**config.mk**
```make
export PLATFORM = sky130hd
export DESIGN_NAME = chaser_step_ctrl
export DESIGN_NICKNAME = d
export VERILOG_FILES = /design/src/rtl/chaser_step_ctrl.sv
export SDC_FILE = /design/constraint.sdc
export NUM_CORES = 1
export LEC_CHECK = 0
export CAP_MARGIN = 20
export CORE_ASPECT_RATIO = 0.75
export CORE_MARGIN = 4
export CORE_UTILIZATION = 40
export DETAILED_ROUTE_END_ITERATION = 8
export HOLD_SLACK_MARGIN = 0.03
export MAX_ROUTING_LAYER = met4
export PLACE_DENSITY = 0.55
export SYNTH_ARGS = -nofsm -noshare
export SYNTH_HDL_FRONTEND = slang
export SYNTH_SLANG_ARGS = --single-unit
```
**constraint.sdc**
```tcl
create_clock -name clk -period 6 [get_ports clk]
set_input_delay 0.6 -clock clk [delete_from_list [all_inputs] [get_ports clk]]
set_output_delay 0.6 -clock clk [all_outputs]
set_load 0.005 [all_outputs]
```
**src/rtl/chaser_step_ctrl.sv**
```systemverilog
// Step and direction control for the 16-position LED chaser: debounces three
// push-buttons and drives a clock-enable style step strobe at one of four speeds.
module chaser_step_ctrl #(
    parameter int CLK_HZ          = 50000000,
    parameter int DEBOUNCE_CYCLES = 1000000
) (
    input  logic       clk,
    input  logic       reset,
    input  logic       key_speed_n,
    input  logic       key_pause_n,
    input  logic       key_dir_n,
    output logic       step,
    output logic       dir,
    output logic       running,
    output logic [1:0] speed_sel
);

    localparam int CNT_W = $clog2(CLK_HZ);
    localparam int DB_W  = $clog2(DEBOUNCE_CYCLES);
    localparam logic [DB_W-1:0] DB_LAST = DB_W'(DEBOUNCE_CYCLES - 1);

    typedef enum logic {
        ST_RUN,
        ST_PAUSE
    } state_t;

    logic [2:0] w_key_raw;
    logic [2:0] w_press;

    assign w_key_raw = {key_dir_n, key_pause_n, key_speed_n};

    genvar gi;
    generate
        for (gi = 0; gi < 3; gi++) begin : g_key
            logic            r_sync1;
            logic            r_sync2;
            logic [DB_W-1:0] r_db_cnt;
            logic            r_deb;
            logic            r_deb_d;
            logic            r_deb_dd;
            logic            r_press;

            // Press is detected two stages behind the debounced level so the
            // pulse lands D+3 cycles after the first low sample.
            always_ff @(posedge clk or posedge reset) begin
                if (reset) begin
                    r_sync1  <= 1'b1;
                    r_sync2  <= 1'b1;
                    r_db_cnt <= '0;
                    r_deb    <= 1'b1;
                    r_deb_d  <= 1'b1;
                    r_deb_dd <= 1'b1;
                    r_press  <= 1'b0;
                end else begin
                    r_sync1  <= w_key_raw[gi];
                    r_sync2  <= r_sync1;
                    r_deb_d  <= r_deb;
                    r_deb_dd <= r_deb_d;
                    r_press  <= r_deb_dd & ~r_deb_d;
                    if (r_sync2 == r_deb) begin
                        r_db_cnt <= '0;
                    end else if (r_db_cnt == DB_LAST) begin
                        r_deb    <= r_sync2;
                        r_db_cnt <= '0;
                    end else begin
                        r_db_cnt <= r_db_cnt + DB_W'(1);
                    end
                end
            end

            assign w_press[gi] = r_press;
        end
    endgenerate

    logic w_speed_press;
    logic w_pause_press;
    logic w_dir_press;

    assign w_speed_press = w_press[0];
    assign w_pause_press = w_press[1];
    assign w_dir_press   = w_press[2];

    // Terminal count for each speed level: (CLK_HZ >> level) - 1.
    logic [CNT_W-1:0] w_last [4];
    generate
        for (gi = 0; gi < 4; gi++) begin : g_last
            assign w_last[gi] = CNT_W'((CLK_HZ >> gi) - 1);
        end
    endgenerate

    state_t           r_state;
    logic [CNT_W-1:0] r_cnt;
    logic [1:0]       r_speed;
    logic             r_dir;
    logic             r_step;
    logic             r_running;
    logic             w_term;

    assign w_term = (r_cnt == w_last[r_speed]);

    always_ff @(posedge clk or posedge reset) begin
        if (reset) begin
            r_state   <= ST_RUN;
            r_cnt     <= '0;
            r_speed   <= 2'd0;
            r_dir     <= 1'b0;
            r_step    <= 1'b0;
            r_running <= 1'b1;
        end else begin
            r_step <= 1'b0;
            if (w_dir_press) begin
                r_dir <= ~r_dir;
            end
            // A speed change restarts the period and swallows any step due now.
            if (w_speed_press) begin
                r_speed <= r_speed + 2'd1;
                r_cnt   <= '0;
            end else if (r_state == ST_RUN) begin
                if (w_term) begin
                    r_cnt  <= '0;
                    r_step <= 1'b1;
                end else begin
                    r_cnt <= r_cnt + CNT_W'(1);
                end
            end
            case (r_state)
                ST_RUN: begin
                    if (w_pause_press) begin
                        r_state   <= ST_PAUSE;
                        r_running <= 1'b0;
                    end
                end
                ST_PAUSE: begin
                    if (w_pause_press) begin
                        r_state   <= ST_RUN;
                        r_running <= 1'b1;
                    end
                end
                default: begin
                    r_state   <= ST_RUN;
                    r_running <= 1'b1;
                end
            endcase
        end
    end

    assign step      = r_step;
    assign dir       = r_dir;
    assign running   = r_running;
    assign speed_sel = r_speed;

endmodule

```
==> results.md <==
* DR vias at 3537
* Clock Latency Late Sink at 0.34 ns
* DP Wirelength at 6.35 mm
* Setup TNS after final layout at 0 ns
* Cell Chain, Critical Path: or3b_1, a221o_1, or4_4, o31ai_4, nor2_1
* Area share of the leading cell type in the synthesized netlist at 44.9%
* Hold EP: g_key[1].r_sync2
* Hold Path Class: flop to flop
* Fin. max-slew vios at 0
* Clk slew on worst S/H paths at 0.07 ns
* Cell Area, Synth at 5240 um2
* Total gr overflow at 0
* Register area at 2770 um2
* Layout cell share with drive strength beyond 1 at 7.56%
* Largest net degree at the start of global routing at 60
* Syn Nets at 534
* Register area share after synthesis at 53.0%
* Synth Warn # at 0
* Relative slew slack at 40.6%
* Area of the die at 15000 um2
* IO Port Bufs at 9
* Cell area after placement at 5460 um2
* Run status: finished, final reports clean
* Hold Crit Depth at 0
* CP endpoint kind: flop
* Most frequent cells after synthesis: nor2_1 (100), dfrtp_1 (94), xor2_1 (44)
* Final #Nets at 539
* Die Ht at 107 um
* Count of cell types in the netlist at 45
* Hold buffer count at cts at 0
* CTS tree: yes
* Final Cell Area at 5810 um2
* Count leader, synth: nor2_1
* # fillers at 1208
* Slowest stage delay, CP at 0.78 ns
* Average wire per standard cell at 13.7 um
* Max IR drop VDD at 0.176 mV
* Iter 0 DRT Violations at 183
* Synthesized area per cell at 10.1 um2
* Biggest area consumer among synthesized cells: dfrtp_1
* R2R depth at 5
* Worst clock skew at 0.00463 ns
* Fin util at 46.4%
* Reg-to-reg endpoint: r_cnt[18]
* Post CTS Setup Buffer Count at 0
* Io pins at 10
* # DRC at 0
* Antenna Cells at 0
* Synth async-reset ratio at 100%
* Max clock buf depth at 2
* Synth Instances at 519
* Core Rows at 35
* Starting Density at 41.8%
* HP Start: g_key[1].r_sync1
* Sink Count at 110
* H-Tree Depth at 3
* Reg2reg setup slack at 3.24 ns
* Post-DRT Antenna Nets at 0
* Total GRT Usage at 14.3%
* Critical path data arrival time at 2.94 ns
* CTS resizes at 0
* Fin crit period at 2.76 ns
* Period utilization at 45.9%
* CP Launch Type: flop
* First-pass GRT wire length at 17.2 mm
* DR pass1 iterations at 4
* Synth area leaders: dfrtp_1 (45%), dfstp_2 (8.0%), xor2_1 (7.4%)
* Max_cap viols at 0
* RSZ-0062 raised after global routing: no
* Post-synth EDFFs at 0
* Worst path slowest cell: o31ai_4
* Die W at 140 um
* Yosys reg bits at 110
* Initial antenna violation count at 0
* RR Startpoint: speed_sel[0]
* Fmax at 363 MHz
* Worst Max-Slew Pin Slew at 0.891 ns
* Critical Path Fanout Max at 21
* Required time of the critical path at 6.18 ns
* Final WL at 9.50 mm
* CTS Buf Count at 9
* Power per cell area at 252 nW/um2
* Avg Vias per Cell at 5.09
* Final hold viol count at 0
* Core Region at 12500 um2
* Root buf cell: clkbuf_16
* Multi-input logic area at 2320 um2
* LEAKAGE at 2.47 nW
* Gpl congestion at 0.824
* Number of global-route vias before repair at 3545
* Top_reg_cell synth: dfrtp_1
* Area Growth Syn to Fin at 10.9%
* CP Class: flop to flop
* Setup violators final at 0
-- registers in the layout (all words and copies together), names as in the netlist, 3 cells and up --
signal	count
g_key.r_press	3
g_key.r_db_cnt	60
g_key.r_deb_dd	3
g_key.r_sync2	3
g_key.r_deb_d	3
g_key.r_deb	3
g_key.r_sync1	3
r_cnt	26
-- cells in the final DEF (no fill, tap or decap), drive strengths merged, types with 12 or more instances in the layout --
cell type	Yosys	layout
and3	14	14
nor3	12	12
xnor2	37	37
xor2	44	44
nand3	36	36
nand2	35	35
clkbuf	10	12
inv	17	17
dfstp	16	16
nor2	100	100
nand4	17	17
dfrtp	94	94
-- per-layer routing --
layer	part of all wire, %	global-route usage, %	wire length (um)
met5	0	-	0
met4	0.97	3.87	92
met1	52	20.5	4900
met3	3.6	3.25	346
met2	44	20.4	4160
-- worst max path at each step --
stage / startpoint / to / slack [ns] / depth (start not counted)
finish: speed_sel[0] / r_cnt[18] / 3.24 / 5
floorplan: reset / dir / 2.52 / 1
CTS: speed_sel[0] / r_cnt[18] / 3.20 / 5
global placement: speed_sel[0] / r_cnt[14] / 3.27 / 5
detailed placement: speed_sel[0] / r_cnt[5] / 3.22 / 5
global route: speed_sel[0] / r_cnt[20] / 3.03 / 7
-- stage by stage --
| stage | worst slack [ns] | total power [mW] | std cells | hold slack [ns] |
|---|---|---|---|---|
| global placement | 3.27 | 0.805 | 679 | 0.348 |
| finish | 3.24 | 1.46 | 695 | 0.356 |
| detailed placement | 3.22 | 0.806 | 679 | 0.347 |
| global route | 3.03 | 1.53 | 695 | 0.359 |
| floorplan | 2.52 | 0.794 | 519 | 0.345 |
| CTS | 3.20 | 1.49 | 695 | 0.357 |
-- final cells by class --
type,count,share of cell area (%)
Tap cell,166,3.58
Multi-Input combinational cell,376,40.0
Timing Repair Buffer,10,1.68
Inverter,17,1.14
Clock buffer,12,4.25
Sequential cell,110,47.8
Clock inverter,4,1.64
-- report_power, final --
part | total, mW | internal [mW] | switching, mW
Combinational | 0.0341 | 0.00881 | 0.0252
Clock | 0.675 | 0.419 | 0.256
Sequential | 0.756 | 0.750 | 0.00566
Total | 1.46 | 1.18 | 0.287
-- worst max-delay path, delay by kind of cell, from the launching register on --
kind / cells / cell delay [ns]
AO/OA/AOI/OAI: 2 / 1.08
AND/OR/NAND/NOR: 3 / 1.01
flip-flops: 1 / 0.50
-- cell families (layout without fill, tap and decap cells) --
| logic type | Yosys count | count (layout) | synth area share, % |
|---|---|---|---|
| XOR/XNOR | 81 | 81 | 13.6 |
| buffers and inverters | 33 | 43 | 2.72 |
| adder cells (fa/ha/maj) | 10 | 10 | 2.39 |
| multiplexers | 4 | 4 | 0.836 |
| flip-flops | 110 | 110 | 53.0 |
| AO/OA/AOI/OAI | 17 | 17 | 2.53 |
| AND/OR/NAND/NOR | 264 | 264 | 25.0 |
Power figures use the tool's default switching activity.
